## src/rtl/r_response_memory_pkg.sv

```systemverilog
// Shared types and default sizing for the R-channel response memory.
package rob_pkg;

  localparam int unsigned ROW_W      = 2;
  localparam int unsigned COL_W      = 2;
  localparam int unsigned ID_WIDTH   = ROW_W + COL_W;
  localparam int unsigned DATA_WIDTH = 64;
  localparam int unsigned RESP_WIDTH = 2;
  localparam int unsigned MAX_LEN    = 8;
  localparam int unsigned DEPTH      = 32;
  localparam int unsigned SLOT_W     = $clog2(DEPTH);

  typedef logic [ROW_W+COL_W-1:0] uid_t;
  typedef logic [SLOT_W-1:0]      slot_t;

  typedef struct packed {
    logic [DATA_WIDTH-1:0] data;
    logic [RESP_WIDTH-1:0] resp;
    logic                  last;
  } r_beat_t;

  // Compose a unique id from its row and column parts.
  function automatic uid_t make_uid(input logic [ROW_W-1:0] row,
                                    input logic [COL_W-1:0] col);
    return {row, col};
  endfunction

endpackage

```

## src/rtl/r_response_memory_if.sv

```systemverilog
// R-channel beat bus: one beat per valid/ready handshake.
interface r_if #(
  parameter int unsigned ID_WIDTH   = rob_pkg::ID_WIDTH,
  parameter int unsigned DATA_WIDTH = rob_pkg::DATA_WIDTH,
  parameter int unsigned RESP_WIDTH = rob_pkg::RESP_WIDTH
);
  logic                  valid;
  logic                  ready;
  logic [ID_WIDTH-1:0]   id;
  logic [DATA_WIDTH-1:0] data;
  logic [RESP_WIDTH-1:0] resp;
  logic                  last;

  modport sender   (output valid, id, data, resp, last, input  ready);
  modport receiver (input  valid, id, data, resp, last, output ready);
endinterface

```

## src/rtl/r_response_memory_slot_alloc.sv

```systemverilog
// Slot pool bookkeeping: free bitmap, lowest-free allocation, occupancy.
module rm_slot_alloc
  import rob_pkg::*;
#(
  parameter int unsigned DEPTH = rob_pkg::DEPTH,
  localparam int unsigned SW   = $clog2(DEPTH),
  localparam int unsigned OW   = $clog2(DEPTH + 1)
) (
  input  logic          clk,
  input  logic          rst,
  input  logic          alloc_en,
  input  logic          free_en,
  input  logic [SW-1:0] free_idx,
  output logic [SW-1:0] alloc_idx,
  output logic [OW-1:0] occupancy,
  output logic          full
);

  logic [DEPTH-1:0] slot_free;

  // Lowest-index free slot; descending scan so the lowest match wins.
  always_comb begin
    alloc_idx = '0;
    for (int unsigned i = DEPTH; i > 0; i--) begin
      if (slot_free[i-1]) alloc_idx = SW'(i - 1);
    end
  end

  // Free bitmap: allocated and released slots are always distinct.
  always_ff @(posedge clk or posedge rst) begin
    if (rst) begin
      slot_free <= '1;
    end else begin
      if (free_en)  slot_free[free_idx]  <= 1'b1;
      if (alloc_en) slot_free[alloc_idx] <= 1'b0;
    end
  end

  // Occupancy counter: concurrent alloc and free cancel out.
  always_ff @(posedge clk or posedge rst) begin
    if (rst) begin
      occupancy <= '0;
    end else begin
      case ({alloc_en, free_en})
        2'b10:   occupancy <= occupancy + OW'(1);
        2'b01:   occupancy <= occupancy - OW'(1);
        default: occupancy <= occupancy;
      endcase
    end
  end

  assign full = (occupancy == OW'(DEPTH));

endmodule

```

## src/rtl/r_response_memory.sv

```systemverilog
// Response memory: per-uid FIFO lists of R beats threaded through a shared slot pool.
module r_response_memory
  import rob_pkg::*;
#(
  parameter int unsigned ID_WIDTH   = rob_pkg::ID_WIDTH,
  parameter int unsigned DATA_WIDTH = rob_pkg::DATA_WIDTH,
  parameter int unsigned RESP_WIDTH = rob_pkg::RESP_WIDTH,
  parameter int unsigned MAX_LEN    = rob_pkg::MAX_LEN,
  parameter int unsigned DEPTH      = rob_pkg::DEPTH,
  localparam int unsigned OW        = $clog2(DEPTH + 1)
) (
  input  logic                clk,
  input  logic                rst,
  r_if.receiver               r_store,
  input  logic [ID_WIDTH-1:0] rm_release_uid,
  r_if.sender                 r_release,
  output logic [OW-1:0]       rm_occupancy,
  output logic                rm_full
);

  localparam int unsigned NUM_UIDS = 2 ** ID_WIDTH;
  localparam int unsigned SW       = $clog2(DEPTH);
  localparam int unsigned CW       = $clog2(MAX_LEN + 1);

  typedef struct packed {
    logic [DATA_WIDTH-1:0] data;
    logic [RESP_WIDTH-1:0] resp;
    logic                  last;
  } beat_t;

  beat_t         pool     [DEPTH];
  logic [SW-1:0] next_ptr [DEPTH];
  logic [SW-1:0] head     [NUM_UIDS];
  logic [SW-1:0] tail     [NUM_UIDS];
  logic [CW-1:0] cnt      [NUM_UIDS];

  logic [ID_WIDTH-1:0] store_uid;
  logic [SW-1:0]       alloc_idx;
  logic [SW-1:0]       rel_head;
  logic                hs_store;
  logic                hs_release;
  logic                same_uid_both;

  assign store_uid     = r_store.id;
  assign rel_head      = head[rm_release_uid];
  assign hs_store      = r_store.valid & r_store.ready;
  assign hs_release    = r_release.valid & r_release.ready;
  assign same_uid_both = hs_store & hs_release & (store_uid == rm_release_uid);

  rm_slot_alloc #(
    .DEPTH (DEPTH)
  ) u_slot_alloc (
    .clk       (clk),
    .rst       (rst),
    .alloc_en  (hs_store),
    .free_en   (hs_release),
    .free_idx  (rel_head),
    .alloc_idx (alloc_idx),
    .occupancy (rm_occupancy),
    .full      (rm_full)
  );

  // Store readiness depends only on registered occupancy and the addressed uid count.
  always_comb begin
    r_store.ready = ~rst & ~rm_full & (cnt[store_uid] != CW'(MAX_LEN));
  end

  // Zero-latency release view of the named uid's oldest beat.
  always_comb begin
    r_release.valid = ~rst & (cnt[rm_release_uid] != '0);
    r_release.id    = rm_release_uid;
    r_release.data  = 'x;
    r_release.resp  = 'x;
    r_release.last  = 'x;
    if (r_release.valid) begin
      r_release.data = pool[rel_head].data;
      r_release.resp = pool[rel_head].resp;
      r_release.last = pool[rel_head].last;
    end
  end

  // Beat payload and list links; deliberately not reset.
  always_ff @(posedge clk) begin
    if (hs_store) begin
      pool[alloc_idx] <= '{data: r_store.data, resp: r_store.resp, last: r_store.last};
      if (cnt[store_uid] != '0) next_ptr[tail[store_uid]] <= alloc_idx;
    end
  end

  // Per-uid list heads, tails and counts. The store branch runs last so it
  // overrides the release branch when both target one uid: a single-entry
  // list then restarts at the new slot and the count is held.
  always_ff @(posedge clk or posedge rst) begin
    if (rst) begin
      for (int unsigned u = 0; u < NUM_UIDS; u++) begin
        head[u] <= '0;
        tail[u] <= '0;
        cnt[u]  <= '0;
      end
    end else begin
      if (hs_release) begin
        head[rm_release_uid] <= next_ptr[rel_head];
        cnt[rm_release_uid]  <= cnt[rm_release_uid] - CW'(1);
      end
      if (hs_store) begin
        tail[store_uid] <= alloc_idx;
        if (cnt[store_uid] == '0 || (same_uid_both && cnt[store_uid] == CW'(1)))
          head[store_uid] <= alloc_idx;
        cnt[store_uid] <= same_uid_both ? cnt[store_uid] : cnt[store_uid] + CW'(1);
      end
    end
  end

endmodule
```

## src/flat_wrapper.sv

```systemverilog
// flat-port wrapper written by rule: the top's interface ports become plain ports
module r_response_memory_flat import rob_pkg::*;
#(
  parameter int unsigned ID_WIDTH   = rob_pkg::ID_WIDTH,
  parameter int unsigned DATA_WIDTH = rob_pkg::DATA_WIDTH,
  parameter int unsigned RESP_WIDTH = rob_pkg::RESP_WIDTH,
  parameter int unsigned MAX_LEN    = rob_pkg::MAX_LEN,
  parameter int unsigned DEPTH      = rob_pkg::DEPTH,
  localparam int unsigned OW        = $clog2(DEPTH + 1)
)
  (clk, rst, rm_release_uid, rm_occupancy, rm_full, r_store_valid, r_store_id, r_store_data, r_store_resp, r_store_last, r_store_ready, r_release_valid, r_release_id, r_release_data, r_release_resp, r_release_last, r_release_ready);
  r_if #(.ID_WIDTH(ID_WIDTH), .DATA_WIDTH(DATA_WIDTH), .RESP_WIDTH(RESP_WIDTH)) r_store_i ();
  r_if #(.ID_WIDTH(ID_WIDTH), .DATA_WIDTH(DATA_WIDTH), .RESP_WIDTH(RESP_WIDTH)) r_release_i ();
  input  logic clk;
  input  logic rst;
  input  logic [ID_WIDTH-1:0] rm_release_uid;
  output logic [OW-1:0] rm_occupancy;
  output logic rm_full;
  input wire logic [$bits(r_store_i.valid)-1:0] r_store_valid;
  input wire logic [$bits(r_store_i.id)-1:0] r_store_id;
  input wire logic [$bits(r_store_i.data)-1:0] r_store_data;
  input wire logic [$bits(r_store_i.resp)-1:0] r_store_resp;
  input wire logic [$bits(r_store_i.last)-1:0] r_store_last;
  output wire logic [$bits(r_store_i.ready)-1:0] r_store_ready;
  output wire logic [$bits(r_release_i.valid)-1:0] r_release_valid;
  output wire logic [$bits(r_release_i.id)-1:0] r_release_id;
  output wire logic [$bits(r_release_i.data)-1:0] r_release_data;
  output wire logic [$bits(r_release_i.resp)-1:0] r_release_resp;
  output wire logic [$bits(r_release_i.last)-1:0] r_release_last;
  input wire logic [$bits(r_release_i.ready)-1:0] r_release_ready;
  assign r_store_i.valid = r_store_valid;
  assign r_store_i.id = r_store_id;
  assign r_store_i.data = r_store_data;
  assign r_store_i.resp = r_store_resp;
  assign r_store_i.last = r_store_last;
  assign r_store_ready = r_store_i.ready;
  assign r_release_valid = r_release_i.valid;
  assign r_release_id = r_release_i.id;
  assign r_release_data = r_release_i.data;
  assign r_release_resp = r_release_i.resp;
  assign r_release_last = r_release_i.last;
  assign r_release_i.ready = r_release_ready;
  r_response_memory #(.ID_WIDTH(ID_WIDTH), .DATA_WIDTH(DATA_WIDTH), .RESP_WIDTH(RESP_WIDTH), .MAX_LEN(MAX_LEN), .DEPTH(DEPTH)) u_core (.clk(clk), .rst(rst), .r_store(r_store_i), .rm_release_uid(rm_release_uid), .r_release(r_release_i), .rm_occupancy(rm_occupancy), .rm_full(rm_full));
endmodule
```

## config.mk

```make
export PLATFORM = sky130hd
export DESIGN_NAME = r_response_memory_flat
export DESIGN_NICKNAME = d
export VERILOG_FILES = /design/src/rtl/r_response_memory_pkg.sv /design/src/rtl/r_response_memory_if.sv /design/src/rtl/r_response_memory_slot_alloc.sv /design/src/rtl/r_response_memory.sv /design/src/flat_wrapper.sv
export SDC_FILE = /design/constraint.sdc
export NUM_CORES = 2
export LEC_CHECK = 0
export ABC_AREA = 1
export ABC_CLOCK_PERIOD_IN_PS = 8400
export BUFFER_PORTS_ARGS = -buffer_cell sky130_fd_sc_hd__buf_2
export CAP_MARGIN = 10
export CORE_MARGIN = 5
export CORE_UTILIZATION = 55
export DETAILED_ROUTE_END_ITERATION = 10
export PLACE_DENSITY = 0.71
export SYNTH_ARGS = -nofsm -noshare
export SYNTH_HDL_FRONTEND = slang
export SYNTH_SLANG_ARGS = --single-unit
export TNS_END_PERCENT = 1
```

## constraint.sdc

```tcl
create_clock -name clk -period 8.4 [get_ports clk]
set_input_delay 0 -clock clk [delete_from_list [all_inputs] [get_ports clk]]
set_output_delay 0 -clock clk [all_outputs]
set_load 0.05 [all_outputs]
```

==> flow_summary.ini <==
[synth]
synth-edff-count = 2304
ys_seq_area_share_pct = 77.0
yosysWarnings = 0
synth_common_cells = 2,304 x edfxtp_1, 1,174 x a22oi_1, 691 x a21oi_1
syn_area_um2 = 98400
synthMostInstantiatedCell = edfxtp_1
async_flop_share_pct = 10.2
synth_top_area_share_pct = 70.3
avgSynthCellArea_um2 = 15.0
synth_cell_types = 55
yosys_register_bits = 2566
synthFlopType = edfxtp_1
synth_cells = 6551
netlist_top_cells_area = edfxtp_1 70%, a22oi_1 9.0%, dfrtp_1 5.9%, a21oi_1 3.5%, o21ai_0 1.7%
synth_largest_area_cell = edfxtp_1
syn-num-nets = 6641

[timing]
setup_viol = 0
max_slew_margin_pct = 12.5
fin_crit_ns = 6.14
grt_setup_unrepaired = false
period_share_pct = 73.1
timing.fmax_ghz = 0.163
tightest_slew_ns = 1.31
whs_ns = 0.0797
slew_viol_final = 0
clock_skew_ns = 0.0716
hold_violations = 0
setup_tns_ns = 0

[global_route]
grt_usage_pct = 28.6
grt_max_degree = 183
grt_antenna_before_repair = 9
grt_pass1_vias = 59741
grt_pass1_wl_um = 398000
gr-total-overflow = 0

[setup_path]
critPathArrivalTime_ns = 6.14
cp-end-kind = output pin
path_max_fanout = 30
critical_path.top_delay_family = buffers and inverters
critPathBufInv = 8
crit_chain = dlygate4sd3_1 -> buf_2 -> nor2_2 -> inv_2 -> o22ai_1 -> o21ai_0 -> nand4_1 -> inv_2 -> nor3_2 -> buf_4 -> inv_4 -> buf_4 -> a21oi_1 -> nor4_1 -> nand2_1 -> buf_2
worst_path_max_delay_cell = nor4_1
critPathRequiredTime_ns = 8.40
crit_type = input port to output pin
startpoint_type = input port
cpPeakStageDelay_ns = 0.83

[detailed_routing]
drt_iter0_drc = 8929
wl_um = 273000
antenna_left = 0
wl_per_cell_um = 29.5
vias = 61816
via_per_inst = 6.68
drc = 0
first_pass_iters = 6

[placed_design]
gp_congestion = 0.925
place_hpwl_um = 137000
placed_cells = 8720
numPortBuffers = 158

[finish]
fill_cells = 12710
final_cells = 9259
nets = 6811
synthToLayoutAreaGrowth_pct = 12.1
drive_above_1_share_pct = 10.2

[floorplan]
initial_core_util_pct = 55.2
std_cell_rows = 155
num_io_pins = 159
die_x_um = 433
die_area_um2 = 187000
die-height_um = 433
coreArea_um2 = 178000

[flow_run]
drv_cap = 0

[clocking]
path_clk_slew_ns = 0.06
cts_htree_levels = 5
cts.sinks = 2566
cts_root_buf = clkbuf_16
cts_buffers = 274
insertion_delay_ns = 0.95
cts_buffer_depth = 4
cts_tree = done

[power]
internal-power_mw = 23.6
power.leakage_nw = 36.5
p_per_area_nw_per_um2 = 321
switchingPower_mw = 11.7
peakVddDrop_uv = 295
p_comb_share_pct = 24.8
clockPowerShare_pct = 31.9
swShare_pct = 33.1
power_frac_seq_pct = 43.3

[min_path]
hold_class = input port to flop

[run_status]
outcome = finished, final reports clean
metrics by stage:
step	utilization [%]	worst slack (ns)	total power, mW	instance area [um2]
finish	61.9	2.26	35.3	110000
global route	61.8	2.22	36.5	110000
CTS	61.8	2.60	35.3	110000
detailed placement	56.8	2.26	24.1	101000
global placement	56.8	2.30	24.0	101000
floorplan	-	2.10	21.0	98400
registers in the layout, indices dropped and copies added (netlist names):
register	cells
u_core.pool	2144
u_core.next_ptr	160
u_core.head	80
u_core.tail	80
u_core.cnt	64
u_core.u_slot_alloc.slot_free	32
u_core.u_slot_alloc.occupancy	6
path summary, 6_finish.rpt:
| path | from | to | slack, ns | cells past startpoint |
|---|---|---|---|---|
| worst max-delay path | rm_release_uid[1] | r_release_data[4] | 2.26 | 16 |
| worst min-delay path | r_store_id[2] | u_core.cnt[57]$_DFF_PP0_ | 0.08 | 8 |
| worst max register to register | u_core.head[62]$_DFF_PP0_ | u_core.head[48]$_DFF_PP0_ | 3.11 | 13 |
| worst min register to register | u_core.tail[10]$_DFFE_PP0P_ | u_core.tail[10]$_DFFE_PP0P_ | 0.48 | 2 |
| max in group asynchronous | rst | u_core.cnt[47]$_DFF_PP0_ | 6.81 | 5 |
| min in group asynchronous | rst | u_core.tail[40]$_DFFE_PP0P_ | 0.23 | 4 |
cell type report:
| class | count | area [um2] | share of cell area (%) |
|---|---|---|---|
| clock buffers | 341 | 7310 | 6.63 |
| well taps | 2355 | 2950 | 2.67 |
| multi-input cells | 3267 | 19700 | 17.9 |
| clock inverters | 110 | 892 | 0.809 |
| flip-flops and latches | 2566 | 75800 | 68.7 |
| diodes | 8 | 20.0 | 0.0182 |
| inverters | 302 | 1260 | 1.15 |
| repair buffers | 310 | 2330 | 2.12 |
power by group through the flow:
stage	clock [mW]	sequential [mW]	combinational (mW)
after floorplan	0	15.5	5.58
after global placement	0	15.5	8.51
after detailed placement	0	15.5	8.60
after CTS	11.4	15.3	8.67
after global routing	11.9	15.3	9.26
final	11.3	15.3	8.76
layer usage:
layer  share of wire, %  track usage [%]  up-vias
met3                9.7             4.77      586
li1                   -                -    26111
met2                 48             45.8     3894
met4                3.9             10.8        2
met5             0.0044                0        -
met1                 39             40.0    31223
worst min-delay path, stage by stage:
cell and delay [ns]:
buf_2 0.16, xnor2_1 0.10, nand2_1 0.06, nor4_1 0.09, inv_1 0.12, o21ai_1 0.07
buf_4 0.20, a21oi_1 0.13
placed cells by master (no fill, tap or decap), types with 11 or more instances in the layout:
master         instances
edfxtp_1            2304
a22oi_1             1174
a21oi_1              689
nand2_1              416
o21ai_0              328
clkbuf_16            280
inv_1                257
dfrtp_1              230
buf_2                158
nor2_1               142
dlygate4sd3_1         80
nor4_1                68
o22ai_1               60
buf_4                 56
clkinv_1              55
clkbuf_1              54
nand3_1               50
o21ai_1               44
nand4_1               38
clkinv_2              32
dfstp_2               32
or2_1                 29
inv_6                 28
a211oi_1              25
o221ai_1              19
a22o_1                17
a2111o_1              16
a2111oi_0             16
buf_12                16
nor2_4                15
nor2_2                15
or4_1                 14
bufinv_16             14
inv_2                 12
o211ai_1              11
cells by family after synthesis:
| kind of cell | share of synthesized area [%] |
|---|---|
| xor gates and xnor gates | 0.0712 |
| buffers and inverters | 3.10 |
| AOI/OAI and AO/OA | 15.9 |
| and+or+nand+nor | 3.75 |
| DFF | 77.0 |
| adders and majority gates | 0.148 |
what timing repair did:
item | in CTS | in global routing
setup buffers | 0 | 0
hold buffers | 80 | 0
endpoints found under the hold margin | 2456 | 0
resized for setup | 0 | 0
(Power assumes the default switching activity.)
